==> config.mk <==
export PLATFORM = sky130hd
export DESIGN_NAME = pdm_decimator
export DESIGN_NICKNAME = d
export VERILOG_FILES = /design/src/rtl/pdm_decimator.sv
export SDC_FILE = /design/constraint.sdc
export NUM_CORES = 1
export LEC_CHECK = 0
export CAP_MARGIN = 20
export CELL_PAD_IN_SITES_DETAIL_PLACEMENT = 0
export CELL_PAD_IN_SITES_GLOBAL_PLACEMENT = 1
export CORE_MARGIN = 4
export CORE_UTILIZATION = 54
export CTS_CLUSTER_SIZE = 40
export DETAILED_ROUTE_END_ITERATION = 8
export PLACE_DENSITY = 0.95
export SLEW_MARGIN = 20
export SYNTH_ARGS = -nofsm -noshare
export SYNTH_HDL_FRONTEND = slang
export SYNTH_SLANG_ARGS = --single-unit
==> constraint.sdc <==
create_clock -name clk -period 10 [get_ports clk]
set_clock_uncertainty 0.2 [all_clocks]
set_input_delay 2 -clock clk [delete_from_list [all_inputs] [get_ports clk]]
set_output_delay 2 -clock clk [all_outputs]
set_load 0.03 [all_outputs]
==> src/rtl/pdm_decimator.sv <==
// Third-order CIC decimator: 1-bit PDM in, unsigned BITDEPTH PCM out every 2^DECIM_LOG2 clk.
// Output registered on the strobe edge; 2-clk input synchronizer; no backpressure, pcm held between pulses.
module pdm_decimator #(
  parameter int BITDEPTH   = 14,
  parameter int DECIM_LOG2 = 8
) (
  input  logic                clk,
  input  logic                rst,
  input  logic                pdm_in,
  output logic [BITDEPTH-1:0] pcm,
  output logic                sample_valid
);

  localparam int GW    = 3 * DECIM_LOG2;
  localparam int W     = GW + 1;
  localparam int SHIFT = GW - BITDEPTH;

  localparam logic [W-1:0] SAT_MAX = {1'b0, {GW{1'b1}}};

  logic [1:0]            sync_q;
  logic [W-1:0]          x;
  logic [W-1:0]          i1, i2, i3;
  logic [W-1:0]          d1, d2, d3;
  logic [W-1:0]          c1, c2, c3;
  logic [W-1:0]          s;
  logic [DECIM_LOG2-1:0] dcnt;
  logic                  strobe;
  logic [1:0]            prime;

  assign x      = {{(W-1){1'b0}}, sync_q[1]};
  assign strobe = &dcnt;

  // Comb stage works on the integrator value present in the strobe cycle.
  assign c1 = i3 - d1;
  assign c2 = c1 - d2;
  assign c3 = c2 - d3;

  // Only a full-scale (all-ones) input sets the top bit; clamp it one below.
  assign s = c3[GW] ? SAT_MAX : c3;

  always_ff @(posedge clk or posedge rst) begin
    if (rst) begin
      sync_q <= '0;
      i1     <= '0;
      i2     <= '0;
      i3     <= '0;
      dcnt   <= '0;
    end else begin
      sync_q <= {sync_q[0], pdm_in};
      i1     <= i1 + x;
      i2     <= i2 + i1;
      i3     <= i3 + i2;
      dcnt   <= dcnt + DECIM_LOG2'(1);
    end
  end

  always_ff @(posedge clk or posedge rst) begin
    if (rst) begin
      d1           <= '0;
      d2           <= '0;
      d3           <= '0;
      prime        <= '0;
      pcm          <= '0;
      sample_valid <= 1'b0;
    end else begin
      sample_valid <= 1'b0;
      if (strobe) begin
        d1  <= i3;
        d2  <= c1;
        d3  <= c2;
        pcm <= BITDEPTH'(s >> SHIFT);
        // The first three strobes only fill the comb delay lines.
        sample_valid <= (prime == 2'd3);
        if (prime != 2'd3) begin
          prime <= prime + 2'd1;
        end
      end
    end
  end

endmodule
==> metrics, run 1 <==
critical path endpoint category=flip-flop; layout cell share with drive strength beyond 1=0.0590; hold crit path type=flip-flop to flip-flop; width of the die=153 µm; number of cells after detailed placement=1493; number of setup buffers added after CTS=0; Min-Delay Startpoint=sync_q[0]; routed vias/inst=5.39; maximum capacitance violations=0; DP HPWL=15000 µm; H-tree depth=4; clock buffer depth=2; fin crit share=0.679; fin crit period=6.79 ns; area grow syn2layout=9.83%; utilization after layout=0.609; Post-Syn Instances=1221; Reg clk slew, reported paths=0.07 ns; flops & latches, synth=177; largest family of logic cells by synthesized area=compound AO/OA/AOI/OAI gates; multiplexer share of the synthesized area=0.0109; Core Area=0.0205 mm²; Hold Path Sink=sync_q[1]; Netlist cell types=71; DIE AREA=0.0234 mm²; largest net degree at the start of global routing=105; WL/cell=13.2 µm; Setup TNS=0 ns; Die Span Y=153 µm; I/O Buffers=17; post-synthesis compound-gate area fraction=0.183; XOR/XNOR Fraction of Synth Area=0.0993; Nets=1372; root buf cell=clkbuf_16; vias in the first global route=8222; Critical Path RT=10.10 ns; ranking of synthesized cells by area=dfrtp_1 39%, ha_1 14%, xnor2_1 6.9%; Final Non-Filler Cells=1525; Synth Area in Adders=0.142; ant diodes=0; YS warnings=0; initial antenna violation count=0; worst rel slew slack=0.373; syn_nets=1351; worst reg2reg startpoint=i3[1]; Ports=18; drt drc=0; CP Max Fanout=9; critical path startpoint category=flip-flop; Hold Path Depth=0; status=finished clean; EDFF count, synth=0; Post-Synth Simple-Gate Area=0.133; final count of pins violating max slew=0; ANT nets after route=0; hold_buf cts=0; flop-to-flop setup slack=3.21 ns; Post-Route WL=20200 µm; post-synth top area cell=dfrtp_1; first-pass GRT wire length=36800 µm; post-CTS resize count=0; Hold Fails Final Rpt=0; Hold WS=0.156 ns; drt first-iter violations=265; Rows=52; count leader, synth=dfrtp_1; endpoints failing setup=0; async set-reset flop share out of synthesis=1.00; total track usage=0.182; fmax=147 MHz; clock latency on the worst-skew pair=0.43 ns; most frequent CP cell=a21oi_1; clock buffer count from CTS=17; Worst R2R Path Depth=28; Worst Tran Pin Value=0.941 ns; GR Overflow Total=0; sequential area share after synthesis=0.390; Synth Cell Area=0.0114 mm²; top_reg_cell synth=dfrtp_1; critical path's largest stage delay=0.45 ns; CTS tree=built; CP Class=flip-flop to flip-flop; # clock sinks=177; Synth top area share=0.390; CP arrival=6.89 ns; initial cell density of the core=0.555; critical path's slowest cell=dfrtp_1; router iterations before antenna repair=5; Mean Syn Cell Area=9.31 µm²; RSZ-0062 raised after global routing=no; top cells by count, synth=177 x dfrtp_1, 124 x nand2_1, 123 x ha_1; placer congestion estimate=0.832; Worst R2R End=pcm[8]; Vias=8224
==> flip-flops by register name, indices dropped and copies added, names as in the netlist <==
name / count
d1: 25
d2: 25
d3: 25
i1: 25
i2: 25
i3: 25
pcm: 14
dcnt: 8
prime: 2
sync_q: 2
sample_valid: 1
==> area by class of cell <==
type	instances	area (µm²)
multi-input cells	916	6460
fillers	1753	8010
clock inverters	15	220
clock buffers	17	425
flip-flops and latches	177	4430
repair buffers	20	193
inverters	110	418
well taps	270	338
==> metrics by stage <==
stage	cell area [µm²]	setup WS, ns
2_1_floorplan	11400	3.00
3_3_place_gp	11800	3.51
3_5_place_dp	11800	3.25
4_1_cts	12500	3.20
5_1_grt	12500	2.70
6_report	12500	3.21
==> placed cells by master, fill, tap and decap left out, types with 25 or more instances in the layout <==
cell	count
dfrtp_1	177
nand2_1	124
ha_1	123
inv_1	109
o21ai_0	104
xnor2_1	90
nor2_1	86
a21oi_1	77
a21o_1	41
xor2_1	33
nand3_1	25
==> critical path: cells and delay by family (launching register included) <==
family                   cells  cell delay (ns)
AND/OR/NAND/NOR              6             1.05
flip-flops                   1             0.45
XOR/XNOR                     4             0.89
AO/OA/AOI/OAI               15             3.11
adder cells (fa/ha/maj)      3             0.96
==> how the worst max path moves through the flow <==
stage / to / start / cells after the start / slack, ns
6_report: pcm[8] / i3[1] / 28 / 3.21
5_1_grt: pcm[8] / i3[1] / 28 / 2.70
4_1_cts: pcm[8] / i3[1] / 28 / 3.20
3_5_place_dp: pcm[8] / i3[1] / 28 / 3.25
3_3_place_gp: pcm[0] / i3[1] / 28 / 3.51
2_1_floorplan: d1[0] / rst / 1 / 3.00
==> per-layer routing <==
metal  routed length, µm  GRT usage
met3                 350     0.0260
met5                   0          0
met2                9950      0.317
met4                 282     0.0513
met1                9590      0.238
==> logic make-up after synthesis <==
group / count (synthesis)
buf+inv: 128
flops: 177
fa+ha+maj: 127
mux: 11
compound gates: 324
xor+xnor: 125
simple gates: 329
Power of run 1 is not shown: default switching activity piles up to over one toggle a cycle in this logic, so the estimate is an artifact.
==> run 2: changes to the inputs <==
--- a/config.mk
+++ b/config.mk
@@ -9,10 +9,10 @@
 export CELL_PAD_IN_SITES_DETAIL_PLACEMENT = 0
 export CELL_PAD_IN_SITES_GLOBAL_PLACEMENT = 1
 export CORE_MARGIN = 4
-export CORE_UTILIZATION = 54
+export CORE_UTILIZATION = 45
 export CTS_CLUSTER_SIZE = 40
 export DETAILED_ROUTE_END_ITERATION = 8
-export PLACE_DENSITY = 0.95
+export PLACE_DENSITY = 0.87
 export SLEW_MARGIN = 20
 export SYNTH_ARGS = -nofsm -noshare
 export SYNTH_HDL_FRONTEND = slang
==> constraint.sdc (replaced) <==
create_clock -name clk -period 6.1 [get_ports clk]
set_clock_uncertainty 0.2 [all_clocks]
set_input_delay 1.22 -clock clk [delete_from_list [all_inputs] [get_ports clk]]
set_output_delay 1.22 -clock clk [all_outputs]
set_load 0.03 [all_outputs]
==> metrics, run 2 (same netlist as run 1, synthesis figures left out) <==
root buf cell=clkbuf_16; CP Class=flip-flop to flip-flop; critical path endpoint category=flip-flop; DIE AREA=0.0279 mm² (+19%); drt first-iter violations=314 (+18%); commonest non-fill, non-tap cell in the layout=dfrtp_1; Die Span Y=167 µm (+9.0%); worst setup path end=pcm[5]; final count of pins violating max slew=0 (unchanged); ANT nets after route=0 (unchanged); initial cell density of the core=0.462 (-0.0926); I/O Buffers=17 (unchanged); Rows=57 (+9.6%); CP arrival=6.14 ns (-0.75 ns); fmax=166 MHz (+13%); router iterations before antenna repair=4 (-1); hold crit path type=flip-flop to flip-flop; status=finished clean; Reg clk slew, reported paths=0.07 ns (about the same); CP startpoint=d1[0]; GR Overflow Total=0 (unchanged); fin crit period=6.03 ns (-0.756 ns); flop-to-flop setup slack=0.07 ns (-3.14 ns); worst reg2reg startpoint=d1[0]; critical path startpoint category=flip-flop; layout cell share with drive strength beyond 1=0.130 (+0.0714); Post-Route WL=20700 µm (+2.6%); most frequent CP cell=buf_4; area grow syn2layout=15.5%; vias in the first global route=8190 (-0.39%); Hold Fails Final Rpt=0 (unchanged); endpoints failing setup=0 (unchanged); routed vias/inst=5.09 (-5.5%); initial antenna violation count=0 (unchanged); total track usage=0.153 (-0.0292); DP HPWL=15200 µm (+1.4%); Critical Path RT=6.21 ns (-3.89 ns); Ports=18 (unchanged); Setup TNS=0 ns (unchanged); placer congestion estimate=0.853 (+2.6%); critical path's slowest cell=dfrtp_1; # clock sinks=177 (unchanged); Nets=1422 (+3.6%); Worst R2R Path Depth=30 (+7.1%); clock buffer depth=2 (unchanged); RSZ-0062 raised after global routing=yes; first-pass GRT wire length=36700 µm (-0.37%); clock buffer count from CTS=17 (unchanged); CP Max Fanout=5 (-4); clock latency on the worst-skew pair=0.43 ns (about the same); CTS tree=built; fin crit share=0.989 (+0.310); hold_buf cts=0 (unchanged); worst rel slew slack=0.439 (+0.0665); critical path's largest stage delay=0.41 ns (-0.04 ns); most frequent cells in the layout=177 x dfrtp_1, 124 x nand2_1, 119 x ha_1; Core Area=0.0246 mm² (+20%); Worst Tran Pin Value=0.841 ns (-0.0998 ns); Vias=8294 (+0.85%); Worst R2R End=pcm[5]; ant diodes=0 (unchanged); fillers=2227 (+27%); width of the die=167 µm (+9.0%); drt drc=0 (unchanged); largest net degree at the start of global routing=84 (-20%); WL/cell=12.7 µm (-3.9%); maximum capacitance violations=0 (unchanged); H-tree depth=4 (unchanged)
run 2: what timing repair did:
| item | in CTS | in global routing |
|---|---|---|
| hold endpoints to repair | 0 | 0 |
| cloned | 1 | 0 |
| resized for setup | 11 | 58 |
| setup endpoints to repair | 14 | 14 |
| buffers inserted | 1 | 12 |
| pin swaps | 7 | 50 |
run 2: routing by layer:
layer  part of all wire  track usage
met5                  0            0
met4              0.011       0.0491
met3              0.016       0.0201
met2               0.48        0.261
met1               0.49        0.203
run 2: how the worst min path moves through the flow:
stage,startpoint,end,cells past startpoint
2_1_floorplan,sync_q[0],sync_q[1],0
3_3_place_gp,sync_q[0],sync_q[1],0
3_5_place_dp,sync_q[0],sync_q[1],0
4_1_cts,sync_q[0],sync_q[1],0
5_1_grt,sync_q[0],sync_q[1],0
6_report,sync_q[0],sync_q[1],0
run 2: critical path, delay by kind of cell (launching register included):
family / cells / cell delay [ns]
buffers and inverters: 4 / 0.53
flip-flops: 1 / 0.41
AND/OR/NAND/NOR: 4 / 0.59
AO/OA/AOI/OAI: 15 / 2.45
adder cells (fa/ha/maj): 3 / 0.82
XOR/XNOR: 4 / 0.93
run 2: cell type report:
cell class                      instances  area (µm²)  share of cell area
Timing Repair Buffer                   69         561              0.0427
Multi-Input combinational cell        917        6740               0.514
Sequential cell                       177        4430               0.337
Clock buffer                           21         440              0.0336
Clock inverter                         10         129             0.00982
Tap cell                              324         405              0.0309
Inverter                              110         417              0.0317
run 2: metrics by stage:
step / worst slack, ns / instance area [µm²] / utilization / hold slack, ns / instances
2_1_floorplan: 0.0864 / 11400 / - / 0.131 / 1221
3_3_place_gp: -0.180 / 12200 / 0.495 / 0.132 / 1583
3_5_place_dp: -0.296 / 12200 / 0.495 / 0.137 / 1583
4_1_cts: 0.00711 / 12800 / 0.520 / 0.154 / 1616
5_1_grt: -0.263 / 13100 / 0.533 / 0.173 / 1628
6_report: 0.0659 / 13100 / 0.533 / 0.150 / 1628
Power of run 2 is left out for the same reason.
